<file path="src/rtl/rf_pkg.sv">
// Shared constants and types for the write-back register file and its scoreboard.
package rf_pkg;

    localparam int unsigned RF_DATA_W   = 16;
    localparam int unsigned RF_ADDR_W   = 3;
    localparam int unsigned RF_NUM_REGS = 1 << RF_ADDR_W;

    typedef logic [RF_ADDR_W-1:0] rf_idx_t;

    // Non-zero when a write-back strobe targets the given index this cycle.
    function automatic logic wb_hits(input logic wb_en, input logic [31:0] wb_addr,
                                     input logic [31:0] idx);
        return wb_en && (wb_addr == idx);
    endfunction

endpackage

</file>
<file path="src/rtl/rf_scoreboard.sv">
// Per-register busy bits and combinational issue-stall generation.
// Define RF_BYPASS_EN to let a same-cycle write-back resolve a pending hazard.
module rf_scoreboard
    import rf_pkg::*;
#(
    parameter int unsigned ADDR_W = RF_ADDR_W
) (
    input  logic              clk_i,
    input  logic              reset_i,
    input  logic              wb_en_i,
    input  logic [ADDR_W-1:0] wb_addr_i,
    input  logic [ADDR_W-1:0] rd_addr_a_i,
    input  logic [ADDR_W-1:0] rd_addr_b_i,
    input  logic              rd_use_a_i,
    input  logic              rd_use_b_i,
    input  logic              iss_valid_i,
    input  logic              iss_wr_i,
    input  logic [ADDR_W-1:0] iss_dest_i,
    output logic              stall_o
);

    localparam int unsigned NumRegs = 1 << ADDR_W;

    logic [NumRegs-1:0] busy_q;
    logic [NumRegs-1:0] busy_d;

    logic resolve_a;
    logic resolve_b;
    logic resolve_dest;
    logic haz_a;
    logic haz_b;
    logic haz_waw;
    logic issue_set;

    always_comb begin
`ifdef RF_BYPASS_EN
        resolve_a    = wb_hits(wb_en_i, 32'(wb_addr_i), 32'(rd_addr_a_i));
        resolve_b    = wb_hits(wb_en_i, 32'(wb_addr_i), 32'(rd_addr_b_i));
        resolve_dest = wb_hits(wb_en_i, 32'(wb_addr_i), 32'(iss_dest_i));
`else
        // Without bypass a busy register stays a hazard until its bit clears.
        resolve_a    = 1'b0;
        resolve_b    = 1'b0;
        resolve_dest = 1'b0;
`endif
        haz_a   = rd_use_a_i && busy_q[rd_addr_a_i] && !resolve_a;
        haz_b   = rd_use_b_i && busy_q[rd_addr_b_i] && !resolve_b;
        haz_waw = iss_wr_i && busy_q[iss_dest_i] && !resolve_dest;

        stall_o   = !reset_i && iss_valid_i && (haz_a || haz_b || haz_waw);
        issue_set = iss_valid_i && iss_wr_i && !stall_o;
    end

    always_comb begin
        busy_d = busy_q;
        if (wb_en_i) begin
            busy_d[wb_addr_i] = 1'b0;
        end
        // Applied after the clear so a same-register set wins.
        if (issue_set) begin
            busy_d[iss_dest_i] = 1'b1;
        end
    end

    always_ff @(posedge clk_i) begin
        if (reset_i) begin
            busy_q <= '0;
        end else begin
            busy_q <= busy_d;
        end
    end

endmodule

</file>
<file path="src/rtl/reg_file_wb.sv">
// Two-read, one-write register file with registered reads and a hazard scoreboard.
// Define RF_BYPASS_EN to forward same-cycle write-back data to the read ports.
module reg_file_wb
    import rf_pkg::*;
#(
    parameter int unsigned DATA_W = RF_DATA_W,
    parameter int unsigned ADDR_W = RF_ADDR_W
) (
    input  logic              clk,
    input  logic              reset,
    input  logic              wb_en,
    input  logic [ADDR_W-1:0] wb_addr,
    input  logic [DATA_W-1:0] wb_data,
    input  logic [ADDR_W-1:0] rd_addr_a,
    input  logic [ADDR_W-1:0] rd_addr_b,
    input  logic              rd_use_a,
    input  logic              rd_use_b,
    input  logic              iss_valid,
    input  logic              iss_wr,
    input  logic [ADDR_W-1:0] iss_dest,
    output logic [DATA_W-1:0] rd_data_a,
    output logic [DATA_W-1:0] rd_data_b,
    output logic              stall
);

    localparam int unsigned NUM_REGS = 1 << ADDR_W;

    logic [DATA_W-1:0] regs_q [NUM_REGS];
    logic [DATA_W-1:0] regs_d [NUM_REGS];
    logic [DATA_W-1:0] rd_data_a_q;
    logic [DATA_W-1:0] rd_data_a_d;
    logic [DATA_W-1:0] rd_data_b_q;
    logic [DATA_W-1:0] rd_data_b_d;

    always_comb begin
        regs_d = regs_q;
        if (wb_en) begin
            regs_d[wb_addr] = wb_data;
        end
    end

    always_comb begin
        rd_data_a_d = regs_q[rd_addr_a];
        rd_data_b_d = regs_q[rd_addr_b];
`ifdef RF_BYPASS_EN
        if (wb_hits(wb_en, 32'(wb_addr), 32'(rd_addr_a))) begin
            rd_data_a_d = wb_data;
        end
        if (wb_hits(wb_en, 32'(wb_addr), 32'(rd_addr_b))) begin
            rd_data_b_d = wb_data;
        end
`endif
    end

    always_ff @(posedge clk) begin
        if (reset) begin
            for (int i = 0; i < int'(NUM_REGS); i++) begin
                regs_q[i] <= '0;
            end
            rd_data_a_q <= '0;
            rd_data_b_q <= '0;
        end else begin
            regs_q      <= regs_d;
            rd_data_a_q <= rd_data_a_d;
            rd_data_b_q <= rd_data_b_d;
        end
    end

    assign rd_data_a = rd_data_a_q;
    assign rd_data_b = rd_data_b_q;

    rf_scoreboard #(
        .ADDR_W (ADDR_W)
    ) u_scoreboard (
        .clk_i       (clk),
        .reset_i     (reset),
        .wb_en_i     (wb_en),
        .wb_addr_i   (wb_addr),
        .rd_addr_a_i (rd_addr_a),
        .rd_addr_b_i (rd_addr_b),
        .rd_use_a_i  (rd_use_a),
        .rd_use_b_i  (rd_use_b),
        .iss_valid_i (iss_valid),
        .iss_wr_i    (iss_wr),
        .iss_dest_i  (iss_dest),
        .stall_o     (stall)
    );

endmodule

</file>
<file path="config.mk">
export PLATFORM = sky130hd
export DESIGN_NAME = reg_file_wb
export DESIGN_NICKNAME = d
export VERILOG_FILES = /design/src/rtl/rf_pkg.sv /design/src/rtl/rf_scoreboard.sv /design/src/rtl/reg_file_wb.sv
export SDC_FILE = /design/constraint.sdc
export NUM_CORES = 1
export LEC_CHECK = 0
export BUFFER_PORTS_ARGS = -buffer_cell sky130_fd_sc_hd__buf_4
export CORE_ASPECT_RATIO = 0.7
export CORE_UTILIZATION = 50
export CTS_BUF_LIST = sky130_fd_sc_hd__clkbuf_16
export DETAILED_ROUTE_END_ITERATION = 16
export HOLD_SLACK_MARGIN = 0.15
export MAX_ROUTING_LAYER = met4
export PLACE_DENSITY = 0.74
export SYNTH_ARGS = -nofsm -noshare
export SYNTH_HDL_FRONTEND = slang
export SYNTH_HIERARCHICAL = 1
export SYNTH_SLANG_ARGS = --single-unit
</file>
<file path="constraint.sdc">
create_clock -name clk -period 2 [get_ports clk]
set_input_delay 0.3 -clock clk [delete_from_list [all_inputs] [get_ports clk]]
set_output_delay 0.3 -clock clk [all_outputs]
set_load 0.02 [all_outputs]
</file>
* Word-level counts from Yosys, hierarchy flattened
Index checks and enable logic that the tools add are counted.
** Word-level totals
- Register bits after elaboration :: 168
- Input bits :: 35
- Logic and storage cells :: 62
** Operators by class
- Order comparisons :: 10
- Muxes and demuxes :: 21
- Bitwise gates (word level) :: 6
- Reduce and logical (&&, ||, !) cells :: 14
** Operators with widths (count)
- $bwmux 128 :: 1
- $bmux 16 s3 :: 2
- $mux 16 :: 5
- $demux 16 s3 :: 1
- $lt 3x4->1 const B :: 4
- $mux 8 :: 2
- $ge 4x4->1 const B :: 3
- $not 3->4 :: 3
- $logic_and 1x1->1 :: 10
- $bmux 1 s3 :: 3
- $and 8x8->8 :: 1
- $not 8->8 :: 1
- $or 8x8->8 :: 1
- $demux 1 s3 :: 2
- $ge 3x1->1 const B :: 2
- $mux 1 :: 5
- $lt 4x1->1 const B :: 1
- $logic_not 1->1 :: 2
- $logic_or 1x1->1 :: 2

* Logic depth before layout (Yosys ltp)
Gate-level depths: netlist of run 1.
- Depth after elaboration :: 9
- Gate-level depth with buffers :: 6

* Cells and area by module
The synthesis of run 1 kept the hierarchy.
** By module, submodules not included
- reg_file_wb :: times used 1, cells an instance 773, area an instance 7469.7 um^2, sequential area each 3203.1 um^2
- rf_scoreboard :: times used 1, cells an instance 62, area an instance 615.6 um^2, sequential area each 160.2 um^2

* Worst setup path before layout of run 1
Ideal clock, no wire load.
- Path type :: input-to-output
- Start :: input port rd_addr_a[1]
- End :: output port stall
- Arrival time :: 1547 ps
- Path slack :: 153 ps
- Cell stages on the path :: 4
- Cell sequence :: mux4_1 nand2b_1 a32o_2 o211a_1
** Between the ends
- Cells in the longest elaborated chain, start to end :: 6
** RTL lines
- start: declaration :: line reg_file_wb.sv:14 : input logic [ADDR_W-1:0] rd_addr_a,
- $bmux 1 s3 :: line rf_scoreboard.sv:46 : haz_a = rd_use_a_i && busy_q[rd_addr_a_i] && !resolve_a;
- $mux 1 (implied by the code) :: line rf_scoreboard.sv:46
- $logic_and 1x1->1 :: line rf_scoreboard.sv:46
- $logic_or 1x1->1 (2 in series) :: line rf_scoreboard.sv:50 : stall_o = !reset_i && iss_valid_i && (haz_a || haz_b || haz_waw);
- $logic_and 1x1->1 :: line rf_scoreboard.sv:50
- end: declaration :: line reg_file_wb.sv:23 : output logic stall
No other way between the ends. The select of a mux whose other input is x is not followed.

* Worst setup path in the final report of run 1
- Start :: register u_scoreboard.busy_q[4]
- End :: output port stall
** Between the ends
- Cells in the longest elaborated chain, start to end :: 6
- Elaborated cells between the ends (all ways) :: 12
** RTL lines
- start: declaration :: line rf_scoreboard.sv:24 : logic [NumRegs-1:0] busy_q;
- start signal: assignment :: line rf_scoreboard.sv:69 : busy_q <= busy_d;
- $bmux 1 s3 (on tied branches) :: line rf_scoreboard.sv:46, rf_scoreboard.sv:47
- $mux 1 (on tied branches) :: line rf_scoreboard.sv:46, rf_scoreboard.sv:47
- $logic_and 1x1->1 (on tied branches) :: line rf_scoreboard.sv:46, rf_scoreboard.sv:47
- $logic_or 1x1->1 :: line rf_scoreboard.sv:50
- $logic_or 1x1->1 * :: line rf_scoreboard.sv:50
- $logic_and 1x1->1 * :: line rf_scoreboard.sv:50
Every way passes the cells marked *; elsewhere a longest branch is shown, timed or not. The select of a mux whose other input is x is not followed.

==> results of run 1 <==
## worst max-delay path, stage by stage, from the launching register on
cell and delay [ns]:
dfxtp_1 0.36, mux2_2 0.27, o31a_2 0.29, a32o_2 0.30
o211a_1 0.24, buf_6 0.13
## per-stage QoR
stage / cells / hold WS, ns / total power [uW] / util (%)
floorplan: 835 / 0.440 / 3990 / -
global placement: 1045 / 0.447 / 4170 / 54.7
detailed placement: 1045 / 0.458 / 4180 / 54.7
CTS: 1083 / 0.156 / 7350 / 58.8
global route: 1084 / 0.160 / 7570 / 58.8
finish: 1084 / 0.162 / 7310 / 58.8
## routing by layer
layer | global-route usage [%] | wire length [um] | share of wire (%)
met2 | 43.0 | 10100 | 47
met5 | - | 0 | 0
met3 | 7.13 | 2050 | 9.6
met1 | 36.0 | 8850 | 41
met4 | 9.07 | 339 | 1.6
## timing repair
item	4_1_cts	5_1_grt
buffers inserted	3	0
resized for setup	8	1
endpoints found under the setup margin	1	1
hold endpoints to repair	1	0
pin swaps	2	2
hold buffers	3	0
## state kept, by name, indices dropped and copies added, names as in the netlist
| signal | cells |
|---|---|
| u_scoreboard/busy_q | 8 |
| rd_data_b | 16 |
| rd_data_a | 16 |
| regs_q | 128 |
## area by class of cell
cell class                      instances  area share, %
Multi-Input combinational cell        577           45.3
Sequential cell                       168           36.6
Timing Repair Buffer                  102           8.99
Clock buffer                           17           4.62
Tap cell                              200           2.72
Clock inverter                         15           1.55
Inverter                                4          0.163
Antenna cell                            1         0.0272
## power breakdown
part           internal, uW  leakage [uW]  switching (uW)
sequential             3410       0.00136            47.1
clock                  1660      0.000280            1520
combinational           279       0.00182             388
## synth_stat cells, drive strengths merged
cell type,instances
mux2i,35
nand3,4
and4,1
nand4b,3
nor2b,3
o31a,2
nor3b,1
mux4,68
dfxtp,168
o21ai,4
and4b,3
nand4,1
nor2,33
a2bb2oi,1
and4bb,3
clkbuf,27
dlygate4sd1,1
buf,58
nor3,1
mux2,2
inv,4
o211a,1
nand4bb,3
or4b,1
o311ai,8
o31ai,4
nand2b,2
nand3b,1
nand2,262
nor4b,1
a21oi,128
a32o,1
## worst paths after layout
check | to | slack [ns] | cells after the start
max | stall | -0.33 | 5
min | regs_q[45] | 0.16 | 3
max reg2reg | u_scoreboard/busy_q[1] | 0.27 | 5
min reg2reg | regs_q[103] | 0.47 | 2
## cells by family (layout without fill, tap and decap cells)
logic type | after synthesis | in the layout | share of synthesized area (%)
compound gates | 149 | 149 | 10.3
other cells | 0 | 1 | 0
buf+inv | 90 | 138 | 6.92
flops | 168 | 168 | 41.6
simple gates | 323 | 323 | 16.8
mux | 105 | 105 | 24.5
==> flow_summary.json, run 1 <==
{
  "drtAntennaViolNets": 0,
  "rsz0062_at_grt": "yes",
  "fin_tns_setup_ns": -0.328,
  "regArea_um2": 3370,
  "layout_common_cells": "262 x nand2_1, 164 x dfxtp_1, 128 x a21oi_1",
  "root_buffer": "clkbuf_16",
  "h-tree-depth": 4,
  "syn_avg_cell_area_um2": 9.68,
  "finalNetCount": 905,
  "dpl_cell_area_um2": 8560,
  "die-area_um2": 16700,
  "numCtsBuffers": 17,
  "crit_required_ns": 1.70,
  "yosysUniqueCellTypes": 41,
  "maxSlewHeadroom_pct": 53.2,
  "multiInputGateArea_um2": 4170,
  "die_h_um": 108,
  "finalCriticalPeriod_ns": 2.33,
  "setup_violations": 1,
  "grt_use_total_pct": 27.9,
  "yosys.area.top_type": "dfxtp_1",
  "worst-path-max-fanout": 4,
  "coreArea_um2": 15600,
  "leakage_uw": 0.00346,
  "syn_area_um2": 8090,
  "grt_pass1_vias": 6217,
  "slew_viol_final": 0,
  "routed_wl_um": 21400,
  "fin_area_um2": 9200,
  "grt-ovfl-total": 0,
  "cts_buffer_depth": 2,
  "vias": 6453,
  "ios": 68,
  "hold_class": "input port to flip-flop",
  "synth_nets": 870,
  "skew_ns": 0.0155,
  "final_common_cell": "nand2_1",
  "place_ws_ns": 0.00306,
  "grt_antenna_before_repair": 1,
  "clock_sinks": 168,
  "grt_pass1_wl_um": 33900,
  "hold_path_startpoint": "wb_data[13]",
  "r2r-start": "u_scoreboard/busy_q[4]",
  "maxCapViolations": 0,
  "cts_tree": "yes",
  "worst-setup-path-type": "flip-flop to output pin",
  "fp.dieW_um": 154,
  "layout_setup_ws_ns": -0.328,
  "peakVddDrop_mv": 0.515,
  "io_buffers": 67,
  "fillers": 1310,
  "rows": 38,
  "startpoint": "u_scoreboard/busy_q[4]",
  "syn_inst": 835,
  "start_util_pct": 51.7,
  "dr.pass1.iters": 8,
  "yosys_warnings": 6,
  "clk_pin_slew_ns": 0.07,
  "crit_path_end_kind": "output pin",
  "dp_hpwl_um": 12600,
  "critPathArrivalTime_ns": 2.03,
  "wire_per_inst_um": 19.7,
  "drtIter0Drc": 695,
  "routed_via_density": 5.95,
  "syn2layout_area_growth_pct": 13.8,
  "routabilityCongestion": 0.860,
  "period_share_pct": 116,
  "hold_viol": 0,
  "grt_start_max_net_pins": 161,
  "status": "complete, but fails checks",
  "netlist.area_leader.share_pct": 41.6,
  "fmax_mhz": 430,
  "startpoint_type": "flip-flop",
  "synth_area_leaders": "dfxtp_1 42%, mux4_2 13%, nand2_1 12%",
  "violations": "negative setup slack",
  "tightest_slew_ns": 0.702,
  "post-route-drc-count": 0,
  "ys_seq_elements": 168,
  "ys_seq_area_share_pct": 41.6,
  "clk_latency_ns": 0.43,
  "final_layout_size_suffix_gt1_share_pct": 22.4,
  "power_density_nw_per_um2": 795
}
(Power assumes the default switching activity.)
==> inputs of run 2 (changes only) <==
==> constraint.sdc (replaced) <==
create_clock -name clk -period 2.2 [get_ports clk]
set_input_delay 0.33 -clock clk [delete_from_list [all_inputs] [get_ports clk]]
set_output_delay 0.33 -clock clk [all_outputs]
set_load 0.02 [all_outputs]
==> run 2 against run 1 <==
Effect of this change: the flow still finishes with violations (negative setup slack); count of clock-buffer cells in the layout stayed put; clock power is 2% lower; critical path depth is 1 higher; sequential cell count stayed put; sequential share of layout area is 0.087 points higher; non-clock buffer count is 5 lower; global-route usage is 0.13 points lower; setup slack better by 0.22 ns; cell count is 0.55% lower; utilization is 0.096 points lower; sequential power is 9.0% lower; design area is 0.16% lower; critical endpoint unchanged.
==> flow_summary.json, run 2 (same netlist as run 1, synthesis figures left out) <==
{
  "skew_ns": 0.00752,
  "final_common_cell": "nand2_1",
  "hold_viol": 0,
  "slowest_stage": "mux4_2",
  "finalNetCount": 900,
  "power_density_nw_per_um2": 749,
  "clk_pin_slew_ns": 0.07,
  "ios": 68,
  "setup_violations": 1,
  "grt_pass1_vias": 6078,
  "reg2regPathDepth": 6,
  "grt-ovfl-total": 0,
  "period_share_pct": 105,
  "cts_tree": "yes",
  "worst-path-max-fanout": 3,
  "maxSlewHeadroom_pct": 52.6,
  "numCtsBuffers": 17,
  "root_buffer": "clkbuf_16",
  "violations": "negative setup slack",
  "met1_length_um": 9290,
  "vias": 6422,
  "fin_area_um2": 9190,
  "rows": 38,
  "grt_start_max_net_pins": 161,
  "coreArea_um2": 15600,
  "grt_pass1_wl_um": 33900,
  "io_buffers": 67,
  "regArea_um2": 3370,
  "dr.pass1.iters": 5,
  "insertedDiodeCount": 0,
  "dpl_cell_area_um2": 8530,
  "drtAntennaViolNets": 0,
  "fp.dieW_um": 154,
  "crit_path_end_kind": "output pin",
  "dp_hpwl_um": 12600,
  "min_path_cells": 2,
  "post-route-drc-count": 0,
  "peakVddDrop_mv": 0.471,
  "rsz0062_at_grt": "yes",
  "startpoint_type": "flip-flop",
  "syn2layout_area_growth_pct": 13.6,
  "largest-register": "regs_q",
  "routabilityCongestion": 0.878,
  "finalCriticalPeriod_ns": 2.30,
  "drtIter0Drc": 598,
  "met3_wirelength_um": 2090,
  "top_layer_used": "met4",
  "largest_register_ffs": 128,
  "clk_latency_ns": 0.43,
  "h-tree-depth": 4,
  "wire_per_inst_um": 19.8,
  "layout_common_cells": "262 x nand2_1, 162 x dfxtp_1, 128 x a21oi_1",
  "grt_use_total_pct": 27.7,
  "cp_cell_sequence": "buf_4 > mux4_2 > mux2i_1 > nor2b_1 > o211a_1 > buf_6",
  "critPathArrivalTime_ns": 1.97,
  "critPathMaxStageDelay_ns": 0.47,
  "die-area_um2": 16700,
  "final_layout_size_suffix_gt1_share_pct": 22.4,
  "multiInputGateArea_um2": 4160,
  "die_h_um": 108,
  "layout_setup_ws_ns": -0.104,
  "worst-setup-path-type": "flip-flop to output pin",
  "fillers": 1339,
  "maxCapViolations": 0,
  "routed_via_density": 5.96,
  "clock_sinks": 168,
  "cts_buffer_depth": 2,
  "crit_required_ns": 1.87,
  "slew_viol_final": 0,
  "routed_wl_um": 21400,
  "dr_wl_met2_um": 9810,
  "final_core_util_pct": 58.7,
  "leakage_uw": 0.00343,
  "tightest_slew_ns": 0.710,
  "status": "complete, but fails checks",
  "fmax_mhz": 434,
  "grt_antenna_before_repair": 0,
  "start_util_pct": 51.7,
  "hold_class": "input port to flip-flop"
}
==> run 2: cell count changes in the layout (fill, tap and decap cells not counted), sizes merged <==
| cell | delta |
|---|---|
| inv | -6 |
| clkinv | -1 |
| buf | -2 |
| bufinv | +3 |
| clkinvlp | +4 |
| dlygate4sd3 | -3 |
| diode | -1 |
==> run 2: routing by layer <==
layer / up-vias / GRT usage, %
met3: 17 / 6.05
met4: 0 / 6.50
li1: 2981 / -
met2: 291 / 42.4
met1: 3133 / 37.7
met5: - / -
==> run 2: critical path: cells and delay by family, from the launching register on <==
| family | cells | cell delay [ns] |
|---|---|---|
| flops | 1 | 0.33 |
| compound gates | 1 | 0.23 |
| buf+inv | 2 | 0.26 |
| mux | 2 | 0.67 |
| simple gates | 1 | 0.07 |
==> run 2: final timing paths <==
check             slack, ns                      to              startpoint
setup / recovery      -0.10                   stall  u_scoreboard/busy_q[7]
hold / removal         0.19  u_scoreboard/busy_q[1]             iss_dest[2]
setup reg to reg       0.46  u_scoreboard/busy_q[7]  u_scoreboard/busy_q[7]
hold reg to reg        0.46               regs_q[7]               regs_q[7]
==> run 2: layout make-up <==
class	instances	area share, %
clock buffers	17	4.63
clock inverters	15	2.08
inverters	4	0.163
multi-input cells	577	45.3
flip-flops and latches	168	36.7
well taps	200	2.72
repair buffers	97	8.38
==> run 2: through the flow <==
step / hold slack, ns / power, uW / setup slack (ns) / TNS, ns / cells
after floorplan: 0.440 / 3620 / 0.293 / 0 / 835
after global placement: 0.450 / 3780 / 0.107 / 0 / 1042
after detailed placement: 0.456 / 3790 / 0.115 / 0 / 1042
after global routing: 0.182 / 7100 / -0.136 / -0.136 / 1078
final: 0.186 / 6880 / -0.104 / -0.104 / 1078
after CTS: 0.176 / 6890 / -0.122 / -0.122 / 1077
==> run 2: where the power goes <==
group / internal, uW / leakage [uW] / switching, uW
registers: 3100 / 0.00136 / 42.7
logic: 244 / 0.00179 / 348
clock network: 1810 / 0.000285 / 1330
total: 5160 / 0.00343 / 1720
==> run 2: what timing repair did <==
action                     CTS  global route
resized for setup            7             3
buffers inserted             3             1
hold buffers                 0             0
setup endpoints to repair    1             1
pin swaps                    2             1
==> inputs of run 3 (changes only) <==
--- a/config.mk
+++ b/config.mk
@@ -13,6 +13,7 @@
 export HOLD_SLACK_MARGIN = 0.15
 export MAX_ROUTING_LAYER = met4
 export PLACE_DENSITY = 0.74
+export SETUP_SLACK_MARGIN = 0.4
 export SYNTH_ARGS = -nofsm -noshare
 export SYNTH_HDL_FRONTEND = slang
 export SYNTH_HIERARCHICAL = 1
==> run 3 against run 2 <==
Effect of this change: the run still ends with negative setup slack left; combinational power is 0.7% higher; count of clock-buffer cells in the layout is the same; setup slack worse by 0.033 ns; die area is the same; sequential share of layout area grew 0.20 points.
==> flow_summary.json, run 3 (same netlist as run 1, synthesis figures left out) <==
{
  "die_h_um": 108,
  "critPathArrivalTime_ns": 2.01,
  "power.switching_uw": 1670,
  "rsz0062_at_grt": "yes",
  "drtAntennaViolNets": 0,
  "coreArea_um2": 15600,
  "wire_per_inst_um": 19.9,
  "root_buffer": "clkbuf_16",
  "min_path_cells": 3,
  "maxSlewHeadroom_pct": 60.8,
  "status": "complete, but fails checks",
  "crit_required_ns": 1.87,
  "worst-setup-path-type": "flip-flop to output pin",
  "largest-register": "regs_q",
  "finalCriticalPeriod_ns": 2.34,
  "fin_tns_setup_ns": -0.137,
  "crit_cells": 5,
  "routed_via_density": 6.05,
  "slowest_stage": "mux4_2",
  "use_met3_pct": 6.85,
  "grt_start_max_net_pins": 86,
  "numCtsBuffers": 17,
  "slew_viol_final": 0,
  "h-tree-depth": 4,
  "grt_pass1_vias": 6126,
  "insertedDiodeCount": 0,
  "cp_cell_sequence": "mux4_2 > nand2b_4 > a32o_2 > o211a_4 > buf_6",
  "maxCapViolations": 0,
  "final_layout_size_suffix_gt1_share_pct": 21.8,
  "tightest_slew_ns": 0.588,
  "clock_sinks": 168,
  "final_common_cell": "nand2_1",
  "routed_wl_um": 21400,
  "ios": 68,
  "start_util_pct": 51.7,
  "layout_common_cells": "262 x nand2_1, 164 x dfxtp_1, 128 x a21oi_1",
  "hold_class": "input port to flip-flop",
  "violations": "negative setup slack",
  "groute.layer.met1.usage_pct": 36.9,
  "dr.pass1.iters": 5,
  "fmax_mhz": 428,
  "routabilityCongestion": 0.847,
  "cpLargestDelayFamily": "compound AO/OA/AOI/OAI gates",
  "setup_violations": 1,
  "hold_viol": 0,
  "dp_hpwl_um": 12700,
  "startpoint_type": "flip-flop",
  "period_share_pct": 106,
  "grt_pass1_wl_um": 33600,
  "power_density_nw_per_um2": 720,
  "skew_ns": 0.00877,
  "hold_ws_ns": 0.199,
  "critPathMaxStageDelay_ns": 0.46,
  "p_sw_share_pct": 25.3,
  "cp_num_buf_inv": 1,
  "io_buffers": 67,
  "final_core_util_pct": 58.4,
  "largest_register_ffs": 128,
  "drtIter0Drc": 598,
  "reg2regPathDepth": 5,
  "clk_latency_ns": 0.42,
  "grt.busiest_layer": "met2",
  "layout_setup_ws_ns": -0.137,
  "peakVddDrop_mv": 0.497,
  "grt-ovfl-total": 0,
  "leakage_uw": 0.00341,
  "crit_path_end_kind": "output pin",
  "cts_buffer_depth": 2,
  "syn2layout_area_growth_pct": 12.9,
  "use_met2_pct": 41.3,
  "internal-power_uw": 4910,
  "fp.dieW_um": 154,
  "die-area_um2": 16700,
  "rows": 38,
  "comb_power_share_pct": 9.1,
  "finalNetCount": 898,
  "clkPwrFrac_pct": 43.1,
  "vias": 6506,
  "clk_pin_slew_ns": 0.07,
  "cts_tree": "yes",
  "worst-path-max-fanout": 4,
  "post-route-drc-count": 0,
  "power_frac_seq_pct": 47.8,
  "grt_use_total_pct": 27.7,
  "place_ws_ns": 0.0989,
  "grt_antenna_before_repair": 0,
  "fillers": 1315
}
run 3: per-layer routing:
layer / vias to the layer above / share of wire [%] / wire length [um]
li1: 2980 / - / -
met1: 3161 / 43 / 9260
met2: 319 / 45 / 9540
met3: 46 / 10 / 2180
met4: 0 / 1.9 / 403
met5: - / 0 / 0
run 3: layout make-up:
type / count / area (um^2) / share of cell area [%]
clock inverter: 15 / 129 / 1.41
sequential: 168 / 3370 / 36.9
timing repair buffer: 95 / 771 / 8.44
clock buffer: 17 / 425 / 4.66
multi-input combinational: 577 / 4170 / 45.7
inverter: 4 / 15.0 / 0.164
tap: 200 / 250 / 2.74
run 3: path summary, 6_finish.rpt:
kind | from | endpoint | slack, ns
max | u_scoreboard/busy_q[5] | stall | -0.14
min | wb_data[7] | regs_q[71] | 0.20
max reg2reg | u_scoreboard/busy_q[5] | u_scoreboard/busy_q[2] | 0.51
min reg2reg | regs_q[56] | regs_q[56] | 0.46
run 3: power groups by stage:
stage / clock network [uW] / logic [uW] / registers [uW]
global placement: 0 / 578 / 3210
global route: 3000 / 634 / 3150
CTS: 2860 / 590 / 3140
finish: 2830 / 596 / 3150
detailed placement: 0 / 584 / 3210
floorplan: 0 / 416 / 3210
run 3: worst min-delay path: stages:
cell and delay (ns):
buf_4 0.14, nand2_1 0.06, a21oi_1 0.05
run 3: repair_timing:
| item | 4_1_cts | 5_1_grt |
|---|---|---|
| buffers inserted | 2 | 0 |
| hold buffers | 0 | 0 |
| gates resized for setup | 6 | 1 |
| setup endpoints to repair | 1 | 1 |
| pin swaps | 1 | 1 |
run 3: per-stage QoR:
step | area, um^2 | power (uW) | cells
detailed placement | 8540 | 3800 | 1042
global route | 9130 | 6790 | 1076
floorplan | 8090 | 3620 | 835
CTS | 9130 | 6590 | 1076
global placement | 8540 | 3790 | 1042
finish | 9130 | 6580 | 1076
